--- config.mk ---
export PLATFORM = sky130hd
export DESIGN_NAME = map_renderer
export DESIGN_NICKNAME = d
export VERILOG_FILES = /design/src/rtl/map_renderer.sv
export SDC_FILE = /design/constraint.sdc
export NUM_CORES = 1
export LEC_CHECK = 0
export CAP_MARGIN = 20
export CELL_PAD_IN_SITES_DETAIL_PLACEMENT = 0
export CELL_PAD_IN_SITES_GLOBAL_PLACEMENT = 2
export CORE_ASPECT_RATIO = 0.7
export CORE_MARGIN = 5
export CORE_UTILIZATION = 34
export DETAILED_ROUTE_END_ITERATION = 7
export HOLD_SLACK_MARGIN = 0.06
export PLACE_DENSITY_LB_ADDON = 0.1
export SLEW_MARGIN = 0
export SYNTH_ARGS = -nofsm -noshare
export SYNTH_HDL_FRONTEND = slang
export SYNTH_SLANG_ARGS = --single-unit
--- constraint.sdc ---
create_clock -name clock_25 -period 4.1 [get_ports clock_25]
set_input_delay 1.025 -clock clock_25 [delete_from_list [all_inputs] [get_ports clock_25]]
set_output_delay 1.025 -clock clock_25 [all_outputs]
set_load 0.01 [all_outputs]
--- src/rtl/map_renderer.sv ---
// Three-stage tile-map pixel renderer: cell address, map read, colour register.
// Optional grid overlay enabled by defining GRID_LINES_EN.
module map_renderer (
  input  logic       clock_25,
  input  logic       reset_key,
  input  logic       video_on,
  input  logic [9:0] pix_x,
  input  logic [9:0] pix_y,
  input  logic [5:0] robot_row,
  input  logic [5:0] robot_column,
  input  logic [1:0] robot_orientation,
  output logic [7:0] map_addr,
  input  logic [2:0] map_data,
  output logic [7:0] graph_r,
  output logic [7:0] graph_g,
  output logic [7:0] graph_b
);

  localparam logic [23:0] COL_BLACK  = 24'h000000;
  localparam logic [23:0] COL_FLOOR  = 24'h202020;
  localparam logic [23:0] COL_WALL   = 24'h808080;
  localparam logic [23:0] COL_TRASH  = 24'h8B4513;
  localparam logic [23:0] COL_DIRT   = 24'h008000;
  localparam logic [23:0] COL_OTHER  = 24'hFF00FF;
  localparam logic [23:0] COL_ROBOT  = 24'hFFFF00;
  localparam logic [23:0] COL_MARKER = 24'hFF0000;
`ifdef GRID_LINES_EN
  localparam logic [23:0] COL_GRID   = 24'h404040;
`endif

  logic [5:0] cell_row, cell_col;
  logic       in_map, frame_start;

  logic [7:0] map_addr_d, map_addr_q;
  logic       s0_video_d, s0_video_q;
  logic       s0_map_d, s0_map_q;
  logic [5:0] s0_row_d, s0_row_q;
  logic [5:0] s0_col_d, s0_col_q;
  logic [4:0] s0_offx_d, s0_offx_q;
  logic [4:0] s0_offy_d, s0_offy_q;

  logic [5:0] frame_cnt_d, frame_cnt_q;
  logic [5:0] shadow_row_d, shadow_row_q;
  logic [5:0] shadow_col_d, shadow_col_q;
  logic [1:0] shadow_ori_d, shadow_ori_q;

  logic       robot_valid, robot_hit, x_mid, y_mid, marker_zone;
  logic       s1_video_d, s1_video_q;
  logic       s1_map_d, s1_map_q;
  logic       s1_robot_d, s1_robot_q;
  logic       s1_marker_d, s1_marker_q;
  logic       s1_blink_d, s1_blink_q;
`ifdef GRID_LINES_EN
  logic       s1_grid_d, s1_grid_q;
`endif

  logic [23:0] graph_d, graph_q;

  // Stage 0: cell address, sideband capture, and frame-start bookkeeping.
  always_comb begin
    cell_col    = {1'b0, pix_x[9:5]} + 6'd1;
    cell_row    = {1'b0, pix_y[9:5]} + 6'd1;
    in_map      = (pix_y < 10'd320);
    frame_start = (pix_x == 10'd0) && (pix_y == 10'd0);

    map_addr_d  = in_map ? (({2'b00, cell_row} * 8'd20) + {2'b00, cell_col}) : 8'd0;
    s0_video_d  = video_on;
    s0_map_d    = in_map;
    s0_row_d    = cell_row;
    s0_col_d    = cell_col;
    s0_offx_d   = pix_x[4:0];
    s0_offy_d   = pix_y[4:0];

    frame_cnt_d  = frame_cnt_q;
    shadow_row_d = shadow_row_q;
    shadow_col_d = shadow_col_q;
    shadow_ori_d = shadow_ori_q;
    if (frame_start) begin
      frame_cnt_d  = frame_cnt_q + 6'd1;
      shadow_row_d = robot_row;
      shadow_col_d = robot_column;
      shadow_ori_d = robot_orientation;
    end
  end

  // Stage 1 reads shadows after the frame-start update, so a whole frame sees one robot pose.
  always_comb begin
    robot_valid = (shadow_row_q >= 6'd1) && (shadow_row_q <= 6'd10) &&
                  (shadow_col_q >= 6'd1) && (shadow_col_q <= 6'd20);
    robot_hit   = s0_map_q && robot_valid &&
                  (s0_row_q == shadow_row_q) && (s0_col_q == shadow_col_q);
    x_mid       = (s0_offx_q >= 5'd12) && (s0_offx_q <= 5'd19);
    y_mid       = (s0_offy_q >= 5'd12) && (s0_offy_q <= 5'd19);

    marker_zone = 1'b0;
    case (shadow_ori_q)
      2'b00:   marker_zone = x_mid && (s0_offy_q <= 5'd7);
      2'b01:   marker_zone = x_mid && (s0_offy_q >= 5'd24);
      2'b10:   marker_zone = y_mid && (s0_offx_q >= 5'd24);
      default: marker_zone = y_mid && (s0_offx_q <= 5'd7);
    endcase

    s1_video_d  = s0_video_q;
    s1_map_d    = s0_map_q;
    s1_robot_d  = robot_hit;
    s1_marker_d = robot_hit && marker_zone;
    s1_blink_d  = frame_cnt_q[5];
`ifdef GRID_LINES_EN
    s1_grid_d   = (s0_offx_q == 5'd0) || (s0_offy_q == 5'd0);
`endif
  end

  // Stage 2: map_data is valid now and lines up with the stage-1 sideband.
  always_comb begin
    graph_d = COL_BLACK;
    if (s1_video_q && s1_map_q) begin
      if (s1_marker_q)
        graph_d = COL_MARKER;
      else if (s1_robot_q)
        graph_d = COL_ROBOT;
`ifdef GRID_LINES_EN
      else if (s1_grid_q)
        graph_d = COL_GRID;
`endif
      else begin
        case (map_data)
          3'd0:    graph_d = COL_FLOOR;
          3'd1:    graph_d = COL_WALL;
          3'd2:    graph_d = s1_blink_q ? COL_FLOOR : COL_TRASH;
          3'd7:    graph_d = COL_DIRT;
          default: graph_d = COL_OTHER;
        endcase
      end
    end
  end

  always_ff @(posedge clock_25 or negedge reset_key) begin
    if (!reset_key) begin
      map_addr_q   <= 8'd0;
      s0_video_q   <= 1'b0;
      s0_map_q     <= 1'b0;
      s0_row_q     <= 6'd0;
      s0_col_q     <= 6'd0;
      s0_offx_q    <= 5'd0;
      s0_offy_q    <= 5'd0;
      frame_cnt_q  <= 6'd0;
      shadow_row_q <= 6'd0;
      shadow_col_q <= 6'd0;
      shadow_ori_q <= 2'b00;
      s1_video_q   <= 1'b0;
      s1_map_q     <= 1'b0;
      s1_robot_q   <= 1'b0;
      s1_marker_q  <= 1'b0;
      s1_blink_q   <= 1'b0;
`ifdef GRID_LINES_EN
      s1_grid_q    <= 1'b0;
`endif
      graph_q      <= 24'd0;
    end else begin
      map_addr_q   <= map_addr_d;
      s0_video_q   <= s0_video_d;
      s0_map_q     <= s0_map_d;
      s0_row_q     <= s0_row_d;
      s0_col_q     <= s0_col_d;
      s0_offx_q    <= s0_offx_d;
      s0_offy_q    <= s0_offy_d;
      frame_cnt_q  <= frame_cnt_d;
      shadow_row_q <= shadow_row_d;
      shadow_col_q <= shadow_col_d;
      shadow_ori_q <= shadow_ori_d;
      s1_video_q   <= s1_video_d;
      s1_map_q     <= s1_map_d;
      s1_robot_q   <= s1_robot_d;
      s1_marker_q  <= s1_marker_d;
      s1_blink_q   <= s1_blink_d;
`ifdef GRID_LINES_EN
      s1_grid_q    <= s1_grid_d;
`endif
      graph_q      <= graph_d;
    end
  end

  assign map_addr = map_addr_q;
  assign graph_r  = graph_q[23:16];
  assign graph_g  = graph_q[15:8];
  assign graph_b  = graph_q[7:0];

endmodule

==> impl_metrics.env <==
export IMPL_cts_tree="yes"
export IMPL_path_common_cell="ha_1"
export IMPL_firstDrtPassIters=4
export IMPL_fill_cells=831
export IMPL_max_stage_delay_ns=0.56
export IMPL_syn_area_um2=3000
export IMPL_synth_cell_types=45
export IMPL_cts_resized=0
export IMPL_cts_setup_buffers=0
export IMPL_endpoint_kind="flop"
export IMPL_clk_path_buf_depth=2
export IMPL_wl_per_cell_um=14.5
export IMPL_holdCritPathClass="flop to flop"
export IMPL_nets=369
export IMPL_async_reset_ff_frac=1.00
export IMPL_grt_usage=0.136
export IMPL_drt_iter0_drc=168
export IMPL_timing_final_crit_share=0.821
export IMPL_cts_buffers=9
export IMPL_yosys_warnings=0
export IMPL_fin_ws_ns=0.735
export IMPL_hpwl_um=4860
export IMPL_final_cells=441
export IMPL_synth_flop_cell="dfrtp_1"
export IMPL_die_area_um2=10800
export IMPL_syn_area_per_cell_um2=12.1
export IMPL_cp_arrival_ns=3.62
export IMPL_r2r_cells=4
export IMPL_cpMaxStageDelayCell="clkdlybuf4s50_1"
export IMPL_met3_usage=0.0511
export IMPL_pre_cts_ws_ns=0.393
export IMPL_viasPerCell=4.49
export IMPL_place_congestion=0.742
export IMPL_die_y_um=88.6
export IMPL_grt_first_pass_wirelength_um=11100
export IMPL_final_setup_skew_ns=0.00547
export IMPL_use_met1=0.176
export IMPL_power_mw=1.65
export IMPL_crit_type="input port to flop"
export IMPL_cts_sinks=65
export IMPL_max_slew_margin_rel=0.537
export IMPL_ant_nets=0
export IMPL_grt_max_degree=34
export IMPL_hold_depth=0
export IMPL_grt_busiest_layer="met2"
export IMPL_worstPathRequired_ns=4.35
export IMPL_rr_startpoint="s0_offx_q[3]$_DFF_PN0_"
export IMPL_hold_violations=0
export IMPL_rows=28
export IMPL_maxCapViolCount=0
export IMPL_syn_num_nets=300
export IMPL_clk_latency_ns=0.33
export IMPL_grt_pass1_vias=2227
export IMPL_fmax_mhz=297
export IMPL_htree_levels=3
export IMPL_rsz0062_at_grt="false"
export IMPL_report_final_slew_viol_count=0
export IMPL_via_count=1979
export IMPL_drcViolationCount=0
export IMPL_root_buffer="clkbuf_16"
export IMPL_place_inst=426
export IMPL_cellLeakagePower_nw=1.83
export IMPL_vdd_drop_max_v=0.000185
export IMPL_clkTransAtPathRegs_ns=0.05
export IMPL_area_growth_pct=34.9
export IMPL_die_x_um=122
export IMPL_worstSetupStartpoint="pix_y[5]"
export IMPL_synth_edf_count=0
export IMPL_holdWs_ns=0.350
export IMPL_portBuffers=71
export IMPL_final_min_clock_period_ns=3.36
export IMPL_cts_hold_buf=0
export IMPL_startpoint_type="input port"
export IMPL_yosysSeqAreaShare=0.542
export IMPL_tightest_slew_ns=0.695
export IMPL_n_antenna_cell=0
export IMPL_antenna_found_initial=0
export IMPL_crit_fanout=4
export IMPL_design_area_um2=4050
export IMPL_synthCells=248
export IMPL_dpl_cell_area_um2=3750
export IMPL_power_density_nw_per_um2=408
export IMPL_grt_use_met2=0.211
export IMPL_initial_core_util=0.351
export IMPL_drt_total_wl_um=6400
export IMPL_synth_seq_cells=65
export IMPL_overflow=0
export IMPL_cp_cell_sequence="clkdlybuf4s50_1 -> ha_1 -> nand3_1 -> xnor2_1 -> ha_1 -> inv_1 -> fa_1 -> or4_1 -> mux2i_1"
export IMPL_ios=72
export IMPL_status="finished, final reports clean"
export IMPL_final_util=0.474
export IMPL_finalSetupViolations=0
export IMPL_drive_gt1_frac=0.125
export IMPL_core_region_area_um2=8550
export IMPL_hp_start="s0_video_q$_DFF_PN0_"
export IMPL_tns_ns=0
==> area by class of cell <==
type / count / area (um^2) / area share
sequential: 65 / 1630 / 0.402
clock buffer: 12 / 256 / 0.0633
tap: 120 / 150 / 0.0371
multi-input combinational: 155 / 1210 / 0.298
inverter: 13 / 48.8 / 0.0120
clock inverter: 3 / 40.0 / 0.00989
timing repair buffer: 73 / 721 / 0.178
==> layout by cell type (no fill, tap or decap), types with 2 or more instances in the layout <==
master / instances
clkdlybuf4s50_1: 70
dfrtp_1: 65
nor2_1: 15
xnor2_1: 13
inv_1: 13
xor2_1: 13
ha_1: 10
nand2_1: 9
a21oi_1: 9
mux2_4: 9
clkbuf_16: 9
nand3_1: 8
mux2_2: 7
nor4_1: 6
nor3_1: 6
nand2b_1: 5
or4_1: 4
or2_2: 3
or3_1: 3
o21ai_0: 3
o22ai_1: 3
nor2b_1: 2
o21a_1: 2
and2_1: 2
nor4b_1: 2
nand4_1: 2
mux2i_1: 2
fa_1: 2
clkinv_2: 2
clkbuf_8: 2
buf_4: 2
==> logic make-up after synthesis <==
family,synth area share
AOI/OAI and AO/OA,0.0529
xor gates and xnor gates,0.0759
adders and majority gates,0.0550
buffers and inverters,0.0559
DFF,0.542
muxes,0.0780
and+or+nand+nor,0.140
==> synthesized netlist by cell type, types with 3 or more instances <==
cell type | n | area share
dfrtp_1 | 65 | 0.54
nor2_1 | 15 | 0.019
inv_1 | 13 | 0.016
xnor2_1 | 13 | 0.038
xor2_1 | 13 | 0.038
buf_4 | 12 | 0.030
ha_1 | 10 | 0.042
a21oi_1 | 9 | 0.015
mux2_4 | 9 | 0.045
nand2_1 | 9 | 0.011
nand3_1 | 8 | 0.013
mux2_2 | 7 | 0.026
nor3_1 | 6 | 0.010
nor4_1 | 6 | 0.013
nand2b_1 | 5 | 0.010
or4_1 | 4 | 0.010
o21ai_0 | 3 | 0.0050
o22ai_1 | 3 | 0.0063
or2_2 | 3 | 0.0063
or3_1 | 3 | 0.0063
==> worst paths after layout <==
kind                                                    end  slack, ns
worst max-delay path                  map_addr[7]$_DFF_PN0_       0.74
min in group asynchronous       shadow_row_q[4]$_DFFE_PN0P_       0.74
max in group asynchronous       shadow_col_q[3]$_DFFE_PN0P_       2.59
worst min-delay path                   s1_video_q$_DFF_PN0_       0.35
worst min register to register         s1_video_q$_DFF_PN0_       0.35
worst max register to register        s1_marker_q$_DFF_PN0_       2.37
==> critical path: cells and delay by family <==
kind / cells / cell delay [ns]
adder cells (fa/ha/maj): 3 / 1.05
AND/OR/NAND/NOR: 2 / 0.64
multiplexers: 1 / 0.13
XOR/XNOR: 1 / 0.16
buffers and inverters: 2 / 0.61
==> layer usage <==
metal / wire [um] / vias up
met4: 91 / 0
met5: 0 / -
met1: 3020 / 927
met2: 2920 / 55
met3: 370 / 9
li1: - / 988
==> sequential cells by signal, summed over array words and instances, names as in the netlist, 2 cells and up <==
name and flops:
map_addr 8, s0_offx_q 3, s0_col_q 6, shadow_col_q 6, s0_offy_q 3, s0_row_q 6, shadow_ori_q 2, shadow_row_q 6
frame_cnt_q 6, graph_q 12
==> report_power, final <==
part           switching [mW]  total [mW]  internal, mW
logic                  0.0997       0.214         0.114
clock network           0.258       0.755         0.497
registers              0.0121       0.682         0.670
total                   0.370        1.65          1.28
No activity file was read; power rests on OpenSTA's default activity.
